## src/rtl/pd_drive_pkg.sv

```systemverilog
// pd_drive_pkg: shared state encoding, default widths and saturation limit for pd_drive_ctrl.
package pd_drive_pkg;
  typedef enum logic [2:0] {IDLE, LATCH, MUL_P, MUL_D, SUM, SAT} state_t;
  localparam int PD_IN_W   = 16;
  localparam int PD_OUT_W  = 10;
  localparam int PD_GAIN_W = 8;
  localparam int PD_FRAC   = 4;
  function automatic int sat_lim(input int w);
    return (1 << (w - 1)) - 1;
  endfunction
endpackage

```

## src/rtl/pd_drive_ctrl_seq_mult.sv

```systemverilog
// seq_mult: signed multiplicand x unsigned multiplier, shift-add, one multiplier bit per cycle.
module seq_mult #(
  parameter int MW = 18,
  parameter int NW = 8
) (
  input  logic                 clk,
  input  logic                 synch_reset_n,
  input  logic                 start,
  input  logic signed [MW-1:0] mcand,
  input  logic [NW-1:0]        mplier,
  output logic                 running,
  output logic                 done,
  output logic signed [MW+NW-1:0] result
);
  localparam int RW = MW + NW;
  localparam int CW = $clog2(NW + 1);
  logic signed [RW-1:0] ext, sh;
  logic [NW-1:0] mp;
  logic [CW-1:0] cnt;
  assign ext  = {{NW{mcand[MW-1]}}, mcand};
  // start consumes bit 0, so done flags the cycle whose edge retires the last bit
  assign done = running && cnt == 1;
  always_ff @(posedge clk) begin
    if (!synch_reset_n) begin
      running <= 1'b0;
      cnt     <= '0;
      result  <= '0;
      sh      <= '0;
      mp      <= '0;
    end else if (start) begin
      result  <= mplier[0] ? ext : '0;
      sh      <= ext << 1;
      mp      <= mplier >> 1;
      cnt     <= CW'(NW - 1);
      running <= 1'b1;
    end else if (running) begin
      result  <= result + (mp[0] ? sh : '0);
      sh      <= sh << 1;
      mp      <= mp >> 1;
      cnt     <= cnt - 1'b1;
      running <= cnt != 1;
    end
  end
endmodule

```

## src/rtl/pd_drive_ctrl.sv

```systemverilog
// pd_drive_ctrl: sampled PD controller producing a saturated symmetric duty word for pwm.
// Derivative path (MUL_D, derr, err_prev) is built only when PD_DRIVE_DERIV_EN is defined.
module pd_drive_ctrl
  import pd_drive_pkg::*;
#(
  parameter int IN_W   = PD_IN_W,
  parameter int OUT_W  = PD_OUT_W,
  parameter int GAIN_W = PD_GAIN_W,
  parameter int FRAC   = PD_FRAC
) (
  input  logic                    clk,
  input  logic                    synch_reset_n,
  input  logic                    enable,
  input  logic                    sample,
  input  logic signed [IN_W-1:0]  setpoint,
  input  logic signed [IN_W-1:0]  position,
  input  logic [GAIN_W-1:0]       kp,
  input  logic [GAIN_W-1:0]       kd,
  output logic signed [OUT_W-1:0] drive,
  output logic                    drive_valid,
  output logic                    busy,
  output logic                    sat,
  output logic                    overrun
);
  localparam int MW = IN_W + 2;
  localparam int RW = MW + GAIN_W;
  localparam int SW = IN_W + GAIN_W + 3;
  localparam logic signed [SW-1:0] LIM  = SW'(sat_lim(OUT_W));
  localparam logic signed [SW-1:0] NLIM = -LIM;
  state_t state;
  logic signed [IN_W:0] err, err_new;
  logic signed [MW-1:0] mcand;
  logic [GAIN_W-1:0] mplier;
  logic signed [RW-1:0] result;
  logic signed [SW-1:0] sum, acc;
  logic start, done, mul_run, hi, lo;
  assign err_new = {setpoint[IN_W-1], setpoint} - {position[IN_W-1], position};
  assign start   = (state == MUL_P || state == MUL_D) && !mul_run;
  assign hi      = acc > LIM;
  assign lo      = acc < NLIM;
`ifdef PD_DRIVE_DERIV_EN
  localparam state_t AFTER_P = MUL_D;
  logic signed [IN_W:0] err_prev;
  logic signed [MW-1:0] derr;
  logic signed [RW-1:0] prod_p;
  assign mcand  = state == MUL_D ? derr : {err[IN_W], err};
  assign mplier = state == MUL_D ? kd : kp;
  assign sum    = {prod_p[RW-1], prod_p} + {result[RW-1], result};
  always_ff @(posedge clk) begin
    if (!synch_reset_n || !enable) begin
      err_prev <= '0;
      derr     <= '0;
      prod_p   <= '0;
    end else if (state == LATCH) begin
      err_prev <= err_new;
      derr     <= {err_new[IN_W], err_new} - {err_prev[IN_W], err_prev};
    end else if (state == MUL_D && start) begin
      prod_p   <= result;
    end
  end
`else
  localparam state_t AFTER_P = SUM;
  logic unused_kd;
  assign unused_kd = ^kd;
  assign mcand     = {err[IN_W], err};
  assign mplier    = kp;
  assign sum       = {result[RW-1], result};
`endif
  seq_mult #(.MW(MW), .NW(GAIN_W)) u_mult (
    .clk(clk),
    .synch_reset_n(synch_reset_n & enable),
    .start(start),
    .mcand(mcand),
    .mplier(mplier),
    .running(mul_run),
    .done(done),
    .result(result)
  );
  always_ff @(posedge clk) begin
    if (!synch_reset_n) begin
      state       <= IDLE;
      drive       <= '0;
      drive_valid <= 1'b0;
      busy        <= 1'b0;
      sat         <= 1'b0;
      overrun     <= 1'b0;
      err         <= '0;
      acc         <= '0;
    end else begin
      drive_valid <= 1'b0;
      if (sample && enable && busy) overrun <= 1'b1;
      if (!enable) begin
        state <= IDLE;
        busy  <= 1'b0;
        drive <= '0;
        sat   <= 1'b0;
      end else begin
        case (state)
          IDLE: if (sample) begin
            state <= LATCH;
            busy  <= 1'b1;
          end
          LATCH: begin
            err   <= err_new;
            state <= MUL_P;
          end
          MUL_P: if (done) state <= AFTER_P;
          MUL_D: if (done) state <= SUM;
          SUM: begin
            acc   <= sum >>> FRAC;
            state <= SAT;
          end
          SAT: begin
            drive       <= hi ? LIM[OUT_W-1:0] : lo ? NLIM[OUT_W-1:0] : acc[OUT_W-1:0];
            sat         <= hi || lo;
            drive_valid <= 1'b1;
            busy        <= 1'b0;
            state       <= IDLE;
          end
          default: state <= IDLE;
        endcase
      end
    end
  end
endmodule

```

## config.mk

```make
export PLATFORM = sky130hd
export DESIGN_NAME = pd_drive_ctrl
export DESIGN_NICKNAME = d
export VERILOG_FILES = /design/src/rtl/pd_drive_pkg.sv /design/src/rtl/pd_drive_ctrl_seq_mult.sv /design/src/rtl/pd_drive_ctrl.sv
export SDC_FILE = /design/constraint.sdc
export NUM_CORES = 1
export LEC_CHECK = 0
export BUFFER_PORTS_ARGS = -buffer_cell sky130_fd_sc_hd__buf_2
export CAP_MARGIN = 0
export CORE_MARGIN = 1
export CORE_UTILIZATION = 32
export CTS_BUF_LIST = sky130_fd_sc_hd__clkbuf_8
export DETAILED_ROUTE_END_ITERATION = 8
export HOLD_SLACK_MARGIN = 0.02
export PLACE_DENSITY = 0.55
export SYNTH_ARGS = -nofsm -noshare
export SYNTH_HDL_FRONTEND = slang
export SYNTH_SLANG_ARGS = --single-unit
```

## constraint.sdc

```tcl
create_clock -name clk -period 5.3 [get_ports clk]
set_input_delay 1.06 -clock clk [delete_from_list [all_inputs] [get_ports clk]]
set_output_delay 1.06 -clock clk [all_outputs]
set_load 0.1 [all_outputs]
```

==> results of run 1 <==
critical path, delay by kind of cell, from the launching register on:
family	cells	cell delay [ns]
AOI/OAI and AO/OA	6	1.64
DFF	1	0.59
and+or+nand+nor	1	0.31
adders and majority gates	2	0.65
xor gates and xnor gates	1	0.09
cell families after synthesis:
family / share of synthesized area
buf+inv: 0.0470
mux: 0.00429
xor+xnor: 0.0263
fa+ha+maj: 0.0807
compound gates: 0.291
flops: 0.337
simple gates: 0.214
stage by stage:
step / hold slack (ns) / setup slack, ns / cells
floorplan: 0.446 / 2.31 / 910
global placement: 0.456 / 1.88 / 1192
detailed placement: 0.459 / 1.88 / 1192
CTS: 0.471 / 1.89 / 1224
global route: 0.504 / 1.54 / 1224
finish: 0.470 / 1.92 / 1224
area by class of cell:
cell class,instances,area [um2],area share
clock inverters,15,184,0.0233
inverters,30,113,0.0143
well taps,275,344,0.0436
flip-flops and latches,118,2360,0.300
clock buffers,17,234,0.0296
repair buffers,63,330,0.0419
multi-input cells,706,4320,0.548
state kept, by name, indices dropped and copies added, names as in the netlist, 3 cells and up:
register       count
u_mult.cnt         4
state              3
u_mult.sh         25
u_mult.mp          7
err               17
drive             10
u_mult.result     25
acc               22
cells in the mapped netlist, types with 5 or more instances:
library cell	count	area share
and3_1	17	0.015
o21a_1	11	0.012
a21boi_0	27	0.029
nand4_1	7	0.0062
a21oi_1	117	0.084
xnor2_1	13	0.016
and2_1	31	0.028
nand2b_1	6	0.0054
xor2_1	8	0.010
clkbuf_1	44	0.024
nor2b_1	8	0.0071
dfxtp_1	118	0.34
nor2_1	54	0.029
nor3_1	10	0.0071
o211ai_1	6	0.0064
inv_1	30	0.016
nand3_1	20	0.014
nand2_1	148	0.079
buf_1	7	0.0038
a21o_1	20	0.021
a221oi_1	5	0.0062
buf_2	5	0.0036
ha_1	42	0.075
o21bai_1	6	0.0064
a211oi_1	20	0.021
a31oi_1	11	0.0098
o21ai_0	48	0.034
worst paths after layout:
check,cells past startpoint,endpoint
worst max-delay path,10,u_mult.result[19]
worst min register to register,2,drive[9]
worst max register to register,10,u_mult.result[19]
worst min-delay path,2,drive[9]
power breakdown:
group	internal [mW]	leakage, nW	switching [mW]
combinational	0.0652	2.04	0.0977
clock	0.441	0.214	0.442
sequential	0.894	0.952	0.00819
layer usage:
| metal | vias up | part of all wire | GRT usage |
|---|---|---|---|
| li1 | 3310 | - | - |
| met1 | 2967 | 0.52 | 0.239 |
| met2 | 81 | 0.44 | 0.256 |
| met3 | 14 | 0.028 | 0.0366 |
| met4 | 0 | 0.010 | 0.0429 |
| met5 | - | 0 | 0 |
==> out/results.ini, run 1 <==
[synthesis]
synth_edf_count = 0
synth_area_per_cell_um2 = 7.70
synth.net_count = 1006
synth_area_mm2 = 0.00701
synth_top_flop_cell = dfxtp_1
yosys_warnings = 0
async_flop_share = 0
ys_ff_latch = 118
ys_seq_area_frac = 0.337
syn-instance-count = 910
ys_types = 62

[worst_setup_path]
critical_path_arrival_ns = 3.74
rrSetupSlack_ns = 1.92
r2r-start = u_mult.mp[0]
worst_setup_path_start_kind = flop
crit_start = u_mult.mp[0]
slowest_stage = dfxtp_1
cp_slowest_stage_delay_ns = 0.59
path_max_fanout = 26
end_kind = flop
path_class = flop to flop
path_cells = and2_1 > ha_1 > fa_1 > a21o_1 > a311o_1 > a22oi_1 > o21ai_1 > a21boi_1 > xor2_1 > a221oi_1
required_ns = 5.65

[clocking]
cts_post_setup_buffers_inserted = 0
cts_tree = done
cts_made_buffers = 17
htree_levels = 4
clock_latency_ns = 0.46
clkTransAtPathRegs_ns = 0.08
clock_path_buffers = 2
cts_resized = 0
clock_sinks = 118
cts_root_buf = clkbuf_8
holdBufCountCts = 0

[hold_path]
hp-class = flop to flop
worstHoldStart = drive[9]

[final_layout]
nets = 1032
final_common_cell = nand2_1
n_fill_cell = 2255
fin_util = 0.372
drive_above_1_share = 0.118
layout_common_cells = 147 x nand2_1, 117 x a21oi_1, 117 x dfxtp_1
fin_area_mm2 = 0.00789
antennaDiodeCount = 0
area_growth_pct = 12.6

[floorplan]
initial_core_util = 0.330
io_pins = 66
fp.dieW_um = 150
dieArea_mm2 = 0.0225
fp.coreArea_mm2 = 0.0212
die-height_um = 150
rows = 53

[global_route]
antenna_found_initial = 0
grt_pass1_vias = 5798
grt_pass1_wl_um = 30100
grt_use_total = 0.168
grt_max_degree = 80
gr-total-overflow = 0

[sta]
relSlewSlack = 0.340
hold_violations = 0
max_freq_mhz = 295
setup_viol = 0
tns_ns = 0
final.period_utilization = 0.639
period_needed_ns = 3.38
slew_violations = 0
tightest_slew_ns = 0.989
rsz0062_at_grt = false
finClkSkew_ns = 0.0147

[detailed_routing]
routed_wl_um = 18100
ant_nets = 0
vias_per_cell = 5.21
drc_errors = 0
first_pass_iters = 5
vias = 6372
wl_per_cell_um = 14.8
drtIter0Drc = 294

[power]
cellPowerDensity_mw_per_mm2 = 247
ir_drop_mv = 0.170
p_total_mw = 1.95
p_leak_nw = 3.21

[placement]
place_area_mm2 = 0.00747
gp_congestion = 0.827
place_hpwl_um = 12600
io_buffers = 57

[flow_run]
cap_violations = 0

[status]
status = finished, final reports clean

Note: power is estimated with default switching activity, not from simulation.
==> run 2, diff against run 1 <==
==> constraint.sdc (replaced) <==
create_clock -name clk -period 3.49 [get_ports clk]
set_input_delay 0.698 -clock clk [delete_from_list [all_inputs] [get_ports clk]]
set_output_delay 0.698 -clock clk [all_outputs]
set_load 0.1 [all_outputs]
==> run 2 against run 1 <==
  * Core utilization grew 0.47 points
  * Count of clock-buffer cells in the layout unchanged
  * Total power increased by 57%
  * Clock power increased by 63%
  * Critical path type unchanged
  * Critical endpoint unchanged
  * Largest cell class unchanged
==> out/results.ini, run 2 (synthesis results as in run 1) <==
[status]
status = finished, final reports clean  ; unchanged

[sta]
max_freq_mhz = 335  ; was 295 MHz
relSlewSlack = 0.432  ; was 0.340
slew_violations = 0  ; unchanged
finClkSkew_ns = 0.0165  ; was 0.0147 ns
tightest_slew_ns = 0.849  ; was 0.989 ns
setup_slack_ns = 0.507  ; was 1.92 ns
hold_violations = 0  ; unchanged
tns_ns = 0  ; unchanged
rsz0062_at_grt = false  ; unchanged
final.period_utilization = 0.855  ; was 0.639
period_needed_ns = 2.98  ; was 3.38 ns
setup_viol = 0  ; unchanged

[floorplan]
fp.dieW_um = 150  ; unchanged
io_pins = 66  ; unchanged
fp.coreArea_mm2 = 0.0212  ; unchanged
die-height_um = 150  ; unchanged
dieArea_mm2 = 0.0225  ; unchanged
rows = 53  ; unchanged
initial_core_util = 0.330  ; unchanged

[power]
internal_power_mw = 2.26  ; was 1.40 mW
switchingPower_mw = 0.811  ; was 0.548 mW
power_frac_seq = 0.447  ; was 0.463
clkPwrFrac = 0.471  ; was 0.453
switching_share = 0.264  ; was 0.281
ir_drop_mv = 0.221  ; was 0.170 mV
cellPowerDensity_mw_per_mm2 = 384  ; was 247 mW/mm2
p_leak_nw = 3.25  ; was 3.21 nW
power_frac_comb = 0.082  ; was 0.084

[placement]
place_hpwl_um = 13100  ; was 12600 um
io_buffers = 57  ; unchanged
dp_slack_ns = 0.420  ; was 1.88 ns
gp_congestion = 0.858  ; was 0.827

[detailed_routing]
vias = 6506  ; was 6372
first_pass_iters = 5  ; unchanged
drtIter0Drc = 345  ; was 294
wl_per_cell_um = 14.9  ; was 14.8 um
routed_wl_um = 18400  ; was 18100 um
drc_errors = 0  ; unchanged
vias_per_cell = 5.28  ; was 5.21
ant_nets = 0  ; unchanged

[clocking]
cts_made_buffers = 17  ; unchanged
holdBufCountCts = 0  ; unchanged
clkTransAtPathRegs_ns = 0.09  ; was 0.08 ns
cts_post_setup_buffers_inserted = 0  ; unchanged
cts_resized = 0  ; unchanged
clock_path_buffers = 2  ; unchanged
htree_levels = 4  ; unchanged
clock_latency_ns = 0.46  ; about the same
cts_tree = done  ; unchanged
cts_root_buf = clkbuf_8  ; unchanged
clock_sinks = 118  ; unchanged

[global_route]
grt_pass1_wl_um = 30300  ; was 30100 um
antenna_found_initial = 0  ; unchanged
grt_pass1_vias = 5874  ; was 5798
grt_max_degree = 80  ; unchanged
grt_use_total = 0.170  ; was 0.168
gr-total-overflow = 0  ; unchanged

[final_layout]
area_growth_pct = 14.1  ; was 12.6%
layout_common_cells = 147 x nand2_1, 117 x a21oi_1, 117 x dfxtp_1  ; unchanged
n_fill_cell = 2255  ; unchanged
final_common_cell = nand2_1  ; unchanged
antennaDiodeCount = 0  ; unchanged
nets = 1041  ; was 1032
reg_top3 = u_mult.result (25), u_mult.sh (25), acc (22)  ; unchanged
drive_above_1_share = 0.126  ; was 0.118

[worst_setup_path]
critical_path_arrival_ns = 3.35  ; was 3.74 ns
r2r-start = u_mult.mp[0]  ; unchanged
path_class = flop to flop  ; unchanged
required_ns = 3.85  ; was 5.65 ns
path_max_fanout = 7  ; was 26
rrSetupSlack_ns = 0.51  ; was 1.92 ns
worst_setup_path_start_kind = flop  ; unchanged
end_kind = flop  ; unchanged
crit_start = u_mult.mp[0]  ; unchanged

[hold_path]
hp-class = flop to flop  ; unchanged
worstHoldStart = acc[7]  ; was drive[9]

[flow_run]
cap_violations = 0  ; unchanged

run 2: cell types whose count changed in the layout (fill, tap and decap cells not counted):
cell        previous run  this run
bufinv_16              2         4
clkinvlp_4             0         2
inv_8                  4         1
buf_4                  6        15
inv_6                  6         5
run 2: cell type report:
| cell class | instances | area (um2) | area share |
|---|---|---|---|
| Sequential cell | 118 | 2360 | 0.296 |
| Inverter | 30 | 113 | 0.0141 |
| Clock buffer | 17 | 234 | 0.0293 |
| Multi-Input combinational cell | 706 | 4320 | 0.541 |
| Clock inverter | 15 | 216 | 0.0271 |
| Tap cell | 275 | 344 | 0.0431 |
| Timing Repair Buffer | 72 | 398 | 0.0498 |
run 2: per-layer routing:
metal / track usage / vias up / routed length, um
li1: - / 3320 / -
met1: 0.240 / 3046 / 9210
met2: 0.262 / 122 / 8180
met3: 0.0305 / 18 / 760
met4: 0.0540 / 0 / 242
met5: 0 / - / 0
run 2: stage by stage:
step	instance area, um2	cells	hold slack, ns	utilization	total power [mW]
after floorplan	7010	910	0.446	-	1.57
after global routing	7990	1233	0.498	0.377	3.18
after CTS	7990	1233	0.481	0.377	3.09
after global placement	7540	1201	0.455	0.355	1.65
after detailed placement	7540	1201	0.470	0.355	1.65
final	7990	1233	0.479	0.377	3.07
run 2: worst max-delay path, stage by stage, from the launching register on:
cell,delay [ns]
dfxtp_1,0.37
and2_1,0.18
ha_1,0.21
fa_1,0.42
a21o_1,0.21
a311o_1,0.43
a22oi_1,0.30
o21ai_1,0.21
a21boi_1,0.23
xor2_1,0.10
a221oi_1,0.23
run 2: final timing paths:
kind	end	cells past startpoint
setup / recovery	u_mult.result[19]	10
hold / removal	drive[7]	2
setup reg to reg	u_mult.result[19]	10
hold reg to reg	drive[7]	2
run 2: power by group through the flow:
stage | Sequential [mW] | Clock [mW] | Combinational (mW)
floorplan | 1.40 | 0 | 0.171
global placement | 1.40 | 0 | 0.249
detailed placement | 1.40 | 0 | 0.251
CTS | 1.37 | 1.47 | 0.252
global route | 1.37 | 1.53 | 0.281
finish | 1.37 | 1.44 | 0.252
